===== config.mk =====
export PLATFORM = sky130hd
export DESIGN_NAME = ra_shadow_lifo
export DESIGN_NICKNAME = d
export VERILOG_FILES = /design/src/rtl/ra_shadow_lifo.sv
export SDC_FILE = /design/constraint.sdc
export NUM_CORES = 1
export LEC_CHECK = 0
export CORE_MARGIN = 1.5
export CORE_UTILIZATION = 50
export CTS_CLUSTER_DIAMETER = 60
export DETAILED_ROUTE_END_ITERATION = 10
export DONT_BUFFER_PORTS = 1
export PLACE_DENSITY = 0.69
export SYNTH_ARGS = -nofsm -noshare
export SYNTH_HDL_FRONTEND = slang
export SYNTH_SLANG_ARGS = --single-unit

===== constraint.sdc =====
create_clock -name clk_i -period 3.5 [get_ports clk_i]
set_clock_uncertainty 0.15 [all_clocks]
set_input_delay 0.7 -clock clk_i [delete_from_list [all_inputs] [get_ports clk_i]]
set_output_delay 0.7 -clock clk_i [all_outputs]
set_load 0.01 [all_outputs]

===== src/rtl/ra_shadow_lifo.sv =====
// Circular shadow stack of plain link addresses; a push into a full stack
// overwrites the oldest entry. Simultaneous push+pop replaces the top.
module ra_shadow_lifo #(
    parameter int unsigned DEPTH = 8,
    parameter int unsigned W     = 32
) (
    input  logic                       clk_i,
    input  logic                       rst_ni,
    input  logic                       clear_i,
    input  logic                       push_i,
    input  logic                       pop_i,
    input  logic [W-1:0]               data_i,
    output logic [W-1:0]               top_c,
    output logic                       full_c,
    output logic                       empty_c,
    output logic [$clog2(DEPTH):0]     count_o
);

    localparam int unsigned PTR_W = $clog2(DEPTH);
    localparam int unsigned CNT_W = PTR_W + 1;

    logic [W-1:0]     mem_q [DEPTH];
    logic [PTR_W-1:0] wr_q;
    logic [CNT_W-1:0] cnt_q;
    logic [PTR_W-1:0] top_idx;

    assign top_idx = wr_q - 1'b1;
    assign top_c   = mem_q[top_idx];
    assign full_c  = (cnt_q == CNT_W'(DEPTH));
    assign empty_c = (cnt_q == '0);
    assign count_o = cnt_q;

    always_ff @(posedge clk_i or negedge rst_ni) begin
        if (!rst_ni) begin
            wr_q  <= '0;
            cnt_q <= '0;
            for (int i = 0; i < DEPTH; i++) begin
                mem_q[i] <= '0;
            end
        end else if (clear_i) begin
            wr_q  <= '0;
            cnt_q <= '0;
        end else begin
            unique case ({push_i, pop_i})
                2'b10: begin
                    mem_q[wr_q] <= data_i;
                    wr_q        <= wr_q + 1'b1;
                    if (!full_c) cnt_q <= cnt_q + 1'b1;
                end
                2'b01: begin
                    if (!empty_c) begin
                        wr_q  <= wr_q - 1'b1;
                        cnt_q <= cnt_q - 1'b1;
                    end
                end
                2'b11: begin
                    // Pop-then-push: on an empty stack this degenerates to a plain push.
                    if (empty_c) begin
                        mem_q[wr_q] <= data_i;
                        wr_q        <= wr_q + 1'b1;
                        cnt_q       <= cnt_q + 1'b1;
                    end else begin
                        mem_q[top_idx] <= data_i;
                    end
                end
                default: ;
            endcase
        end
    end

endmodule


**After elaboration in Yosys (flattened, before gate mapping)**

Index checks and enable logic that the tools add are counted.
W data, S select, Z words.

- Flip-flop bits (word level): 263
- Bits of input ports: 37
- Output and inout bits: 38
- Word-level logic and storage cells: 56

- Bitwise gates (word level): 3
- Mux-type cells: 20
- $add $sub $neg: 4
- Eq/ne operators: 7
- Magnitude comparators: 4
- Reduce and logical (&&, ||, !) cells: 8

Operators by type and width:

| operator | count |
|---|---|
| $bwmux W256 | 2 |
| $pmux W256 S2 | 1 |
| $mux W256 | 1 |
| $demux W32 S3 | 2 |
| $mux W32 | 4 |
| $bmux W32 S3 | 1 |
| $mux W4 | 4 |
| $pmux W4 S3 | 1 |
| $mux W3 | 3 |
| $ne A3 B3 Y1 const B | 3 |
| $pmux W3 S3 | 1 |
| $ge A4 B4 Y1 const B | 2 |
| $lt A4 B1 Y1 const B | 2 |
| $not A3 Y4 | 2 |
| $add A4 B1 Y4 const B | 1 |
| $eq A2 B2 Y1 const B | 2 |
| $eq A4 B4 Y1 const B | 1 |
| $logic_not A4 Y1 | 1 |
| $reduce_and A4 Y1 | 1 |
| $reduce_bool A4 Y1 | 1 |
| $sub A4 B1 Y4 const B | 1 |
| $add A3 B1 Y3 const B | 1 |
| $reduce_and A3 Y1 | 1 |
| $sub A3 B1 Y3 const B | 1 |
| 5 further kinds | 6 |

**Logic depth before layout (Yosys ltp)**

- Depth in word-level cells: 9
- Gate-level depth with buffers: 11
- Gate-level depth less buffers: 6

**Least setup slack after synthesis**

No wires, ideal clock.

- Kind: register to output
- Start: register wr_q[0]
- End: output top_c[1]
- Stages on the path, launching flop included: 11
- Data required time: 2650 ps
- Data arrival time: 2743 ps
- Path slack: -93 ps
- Path buffers: 5
- Path through: dfrtp_1 -> clkbuf_1 -> inv_2 -> buf_1 -> ha_1 -> clkbuf_1 -> buf_1 -> buf_1 -> mux4_2 -> nor2_1 -> o21ai_0

- Word-level cells in the longest chain between the ends: 5

RTL lines:

| item | line | text |
|---|---|---|
| start: declaration | 23 | `logic [PTR_W-1:0] wr_q;` |
| start signal: assignment | 47 | `wr_q <= wr_q + 1'b1;` |
| start signal: assignment | 52 | `wr_q <= wr_q - 1'b1;` |
| start signal: assignment | 60 | `wr_q <= wr_q + 1'b1;` |
| $sub A3 B1 Y3 | 27 | `assign top_idx = wr_q - 1'b1;` |
| $not A3 Y4 (not written as such) | 28 | `assign top_c = mem_q[top_idx];` |
| $bmux W32 S3 | 28 |  |
| $mux W32 (not written as such) (2 in series) | 28 |  |
| end: declaration | 13 | `output logic [W-1:0] top_c,` |

No other way between the ends. The select of a mux whose other input is x is not followed.

**Worst setup path in the final report**

- Start: register wr_q[1]
- End: output top_c[29]

The elaborated chain is that of the path after synthesis.

==> results.md <==
- Initial Util: 50.7%
- Final Max Slew Viols: 0
- GRT Residual Overflow: 0
- Cell Count Post-Placement: 1193
- EDFF count, synth: 0
- Worst Path Max Fanout: 11
- First-pass GRT wire length: between 40000 and 50000 um
- Instance count of the mapped netlist: approximately 870
- Cell Area, Placed: 13000 um2
- Initial antenna violation count: 0
- Hpwl dp: 16100 um
- CP arrival: 2.56 ns
- Slew of the pin with the lowest slew margin: between 0.9 and 1 ns
- Vias in the first global route: 7736
- CTS H-tree depth: 1
- Placer congestion estimate: around 0.79
- Via density: 5.88
- Max Cap Viol: 0
- # IOs: 75
- Setup CP Type: flop to output pin
- Post-route DRC violation count: 0
- Iter 0 DRT Violations: 440
- Ys flop type: dfrtp_1
- Layout cells sized above 1: 49.4%
- Hold Vio Cnt, Final: 263
- CTS Buffer Depth: 3
- Unique masters post-synth: 46
- Die ar.: about 25000 um2
- R2R Path End: mem_q[138]
- DRT Wirelength: 26900 um
- Pin count of the biggest net entering global routing: 264
- Rows: 57
- CP Capture Type: output pin
- CP required: 2.65 ns
- Pre-antenna DRT Iters: 4
- Ys async rst share: 100%
- Synthesized area per cell: approximately 14 um2
- Final Critical Period: 3.41 ns
- Post-route ant nets: 0
- Sequential share of the synthesized area: 53.7%
- Leak Pwr: 6.18 nW
- CP endpoint: top_c[29]
- Synthesized flop and latch total: around 260
- N_diodes: 0
- Via count: about 7400
- YS warnings: 0
- R2R cell count: 5
- I/O Buffers: 0
- CTS clk-pin slew, worst paths: approximately 0.06 ns
- Pwr Density: 1100 nW/um2
- Status: finished with violations
- Final Instance Area: 14100 um2
- Fmax achieved: between 200 and 300 MHz
- CTS tree: built
- Die Width: between 150 and 200 um
- Placeable Area: 24200 um2
- Post-Syn Area: 12300 um2
- Critical Path Source: wr_q[1]
- Clk sinks: 263
- Pre-CTS setup slack: about 0.33 ns
- Synthesized Nets: 906
- Routed WL per cell: 21.6 um
- Failing checks: negative hold slack
- Final WS setup: around 0.095 ns
- R2R Setup Slk: between 0.4 and 0.5 ns
- Rel. slew slack: 35.9%
- Setup TNS: 0 ns
- Area grow syn2layout: 14.9%
- Clock Latency Late Sink: 0.55 ns
- # nets final: 949
- GRT Overall Usage: a little over a fifth
- Hold WC Path Type: input pin to async pin
- Root Buffer Master: clkbuf_16
- Type of origin of the critical path: flop
- Peak supply drop: between 0.6 and 0.7 mV
- CTS Buf Count: 28
- Die height: 160 um
- Final period util: 97.3%
- Fin util: between 50 and 60%
- # setup viols final: 0
- Total power: approximately 16 mW
- WHS: -0.268 ns
- Worst R2R Start: count_o[0]
- Fin cells: 1249
==> final cells by class <==
type,count,area [um2]
clock inverter,12,175
fill,1883,10100
timing repair buffer,75,649
sequential,263,6580
inverter,6,22.5
tap,324,405
clock buffer,35,767
multi-input combinational,534,5490
==> cell usage in the layout, fill, tap and decap left out, types with 8 or more instances in the layout <==
master / Yosys / final
a221oi_1: 31 / 28
nor2_1: 40 / 38
mux2_4: 29 / 29
mux2_2: 253 / 253
mux4_2: 33 / 33
nand2_1: 38 / 38
clkbuf_16: 0 / 28
buf_4: 3 / 64
dfrtp_1: 263 / 261
nor3_1: 8 / 8
o21ai_0: 37 / 32
==> registers in the layout (all words and copies together) (netlist names) <==
signal   flops
count_o      4
wr_q         3
mem_q      256
==> kinds of logic after synthesis <==
| kind of cell | count (synthesis) | synth area share [%] |
|---|---|---|
| fa+ha+maj | 4 | 0.408 |
| xor+xnor | 8 | 0.571 |
| compound gates | 86 | 4.98 |
| mux | 322 | 33.4 |
| flops | 263 | 53.7 |
| buf+inv | 68 | 2.71 |
| simple gates | 114 | 4.22 |
==> synthesized netlist by cell type, drive strengths merged (2+ instances only) <==
| cell | number | share of area [%] |
|---|---|---|
| nor2 | 40 | 1.2 |
| nor4 | 5 | 0.26 |
| o21ai | 41 | 1.7 |
| mux2 | 283 | 27 |
| mux2i | 6 | 0.49 |
| a31oi | 2 | 0.10 |
| dfrtp | 263 | 54 |
| clkbuf | 24 | 0.73 |
| buf | 38 | 1.8 |
| ha | 4 | 0.41 |
| a221oi | 31 | 2.2 |
| xnor2 | 6 | 0.43 |
| or3 | 2 | 0.10 |
| inv | 6 | 0.18 |
| a21oi | 5 | 0.33 |
| and2 | 3 | 0.15 |
| nand2b | 6 | 0.31 |
| or4 | 2 | 0.15 |
| nor2b | 2 | 0.10 |
| nor3 | 8 | 0.33 |
| mux4 | 33 | 6.1 |
| nand3 | 3 | 0.12 |
| xor2 | 2 | 0.14 |
| nand2 | 38 | 1.2 |
==> power by group <==
group,internal [mW],total (mW),switching [mW]
combinational,4.05,7.35,3.30
clock,1.83,3.02,1.19
sequential,4.44,5.16,0.727
total,10.3,15.5,5.22
==> metal layers <==
metal | vias up | wire length (um) | track usage, %
li1 | 3268 | - | -
met1 | 3880 | 12400 | 30.5
met2 | 165 | 12800 | 35.1
met3 | 37 | 1240 | 3.18
met4 | 0 | 514 | 4.76
met5 | - | 0 | 0
==> critical path, cell delays in order, from the launching register on <==
cell	delay [ns]
dfrtp_2	0.40
inv_2	0.08
ha_4	0.31
buf_4	0.17
buf_8	0.16
mux2_2	0.34
a221oi_1	0.27
o21ai_0	0.12
buf_4	0.15
==> how the worst min path moves through the flow <==
stage,start,endpoint,slack [ns],depth (start not counted)
final,rst_ni,mem_q[124],-0.27,0
after global routing,rst_ni,mem_q[124],-0.29,0
after CTS,rst_ni,mem_q[228],-0.30,0
after detailed placement,rst_ni,mem_q[124],0.27,0
after global placement,rst_ni,mem_q[124],0.27,0
after floorplan,rst_ni,count_o[0],0.25,0
==> what timing repair did <==
item | in CTS | in global routing
endpoints found under the setup margin | 32 | 31
resized for setup | 8 | 15
hold endpoints to repair | 263 | 263
setup buffers | 2 | 7
pin swaps | 1 | 2
gates cloned | 0 | 0
No activity file was read; power rests on OpenSTA's default activity.
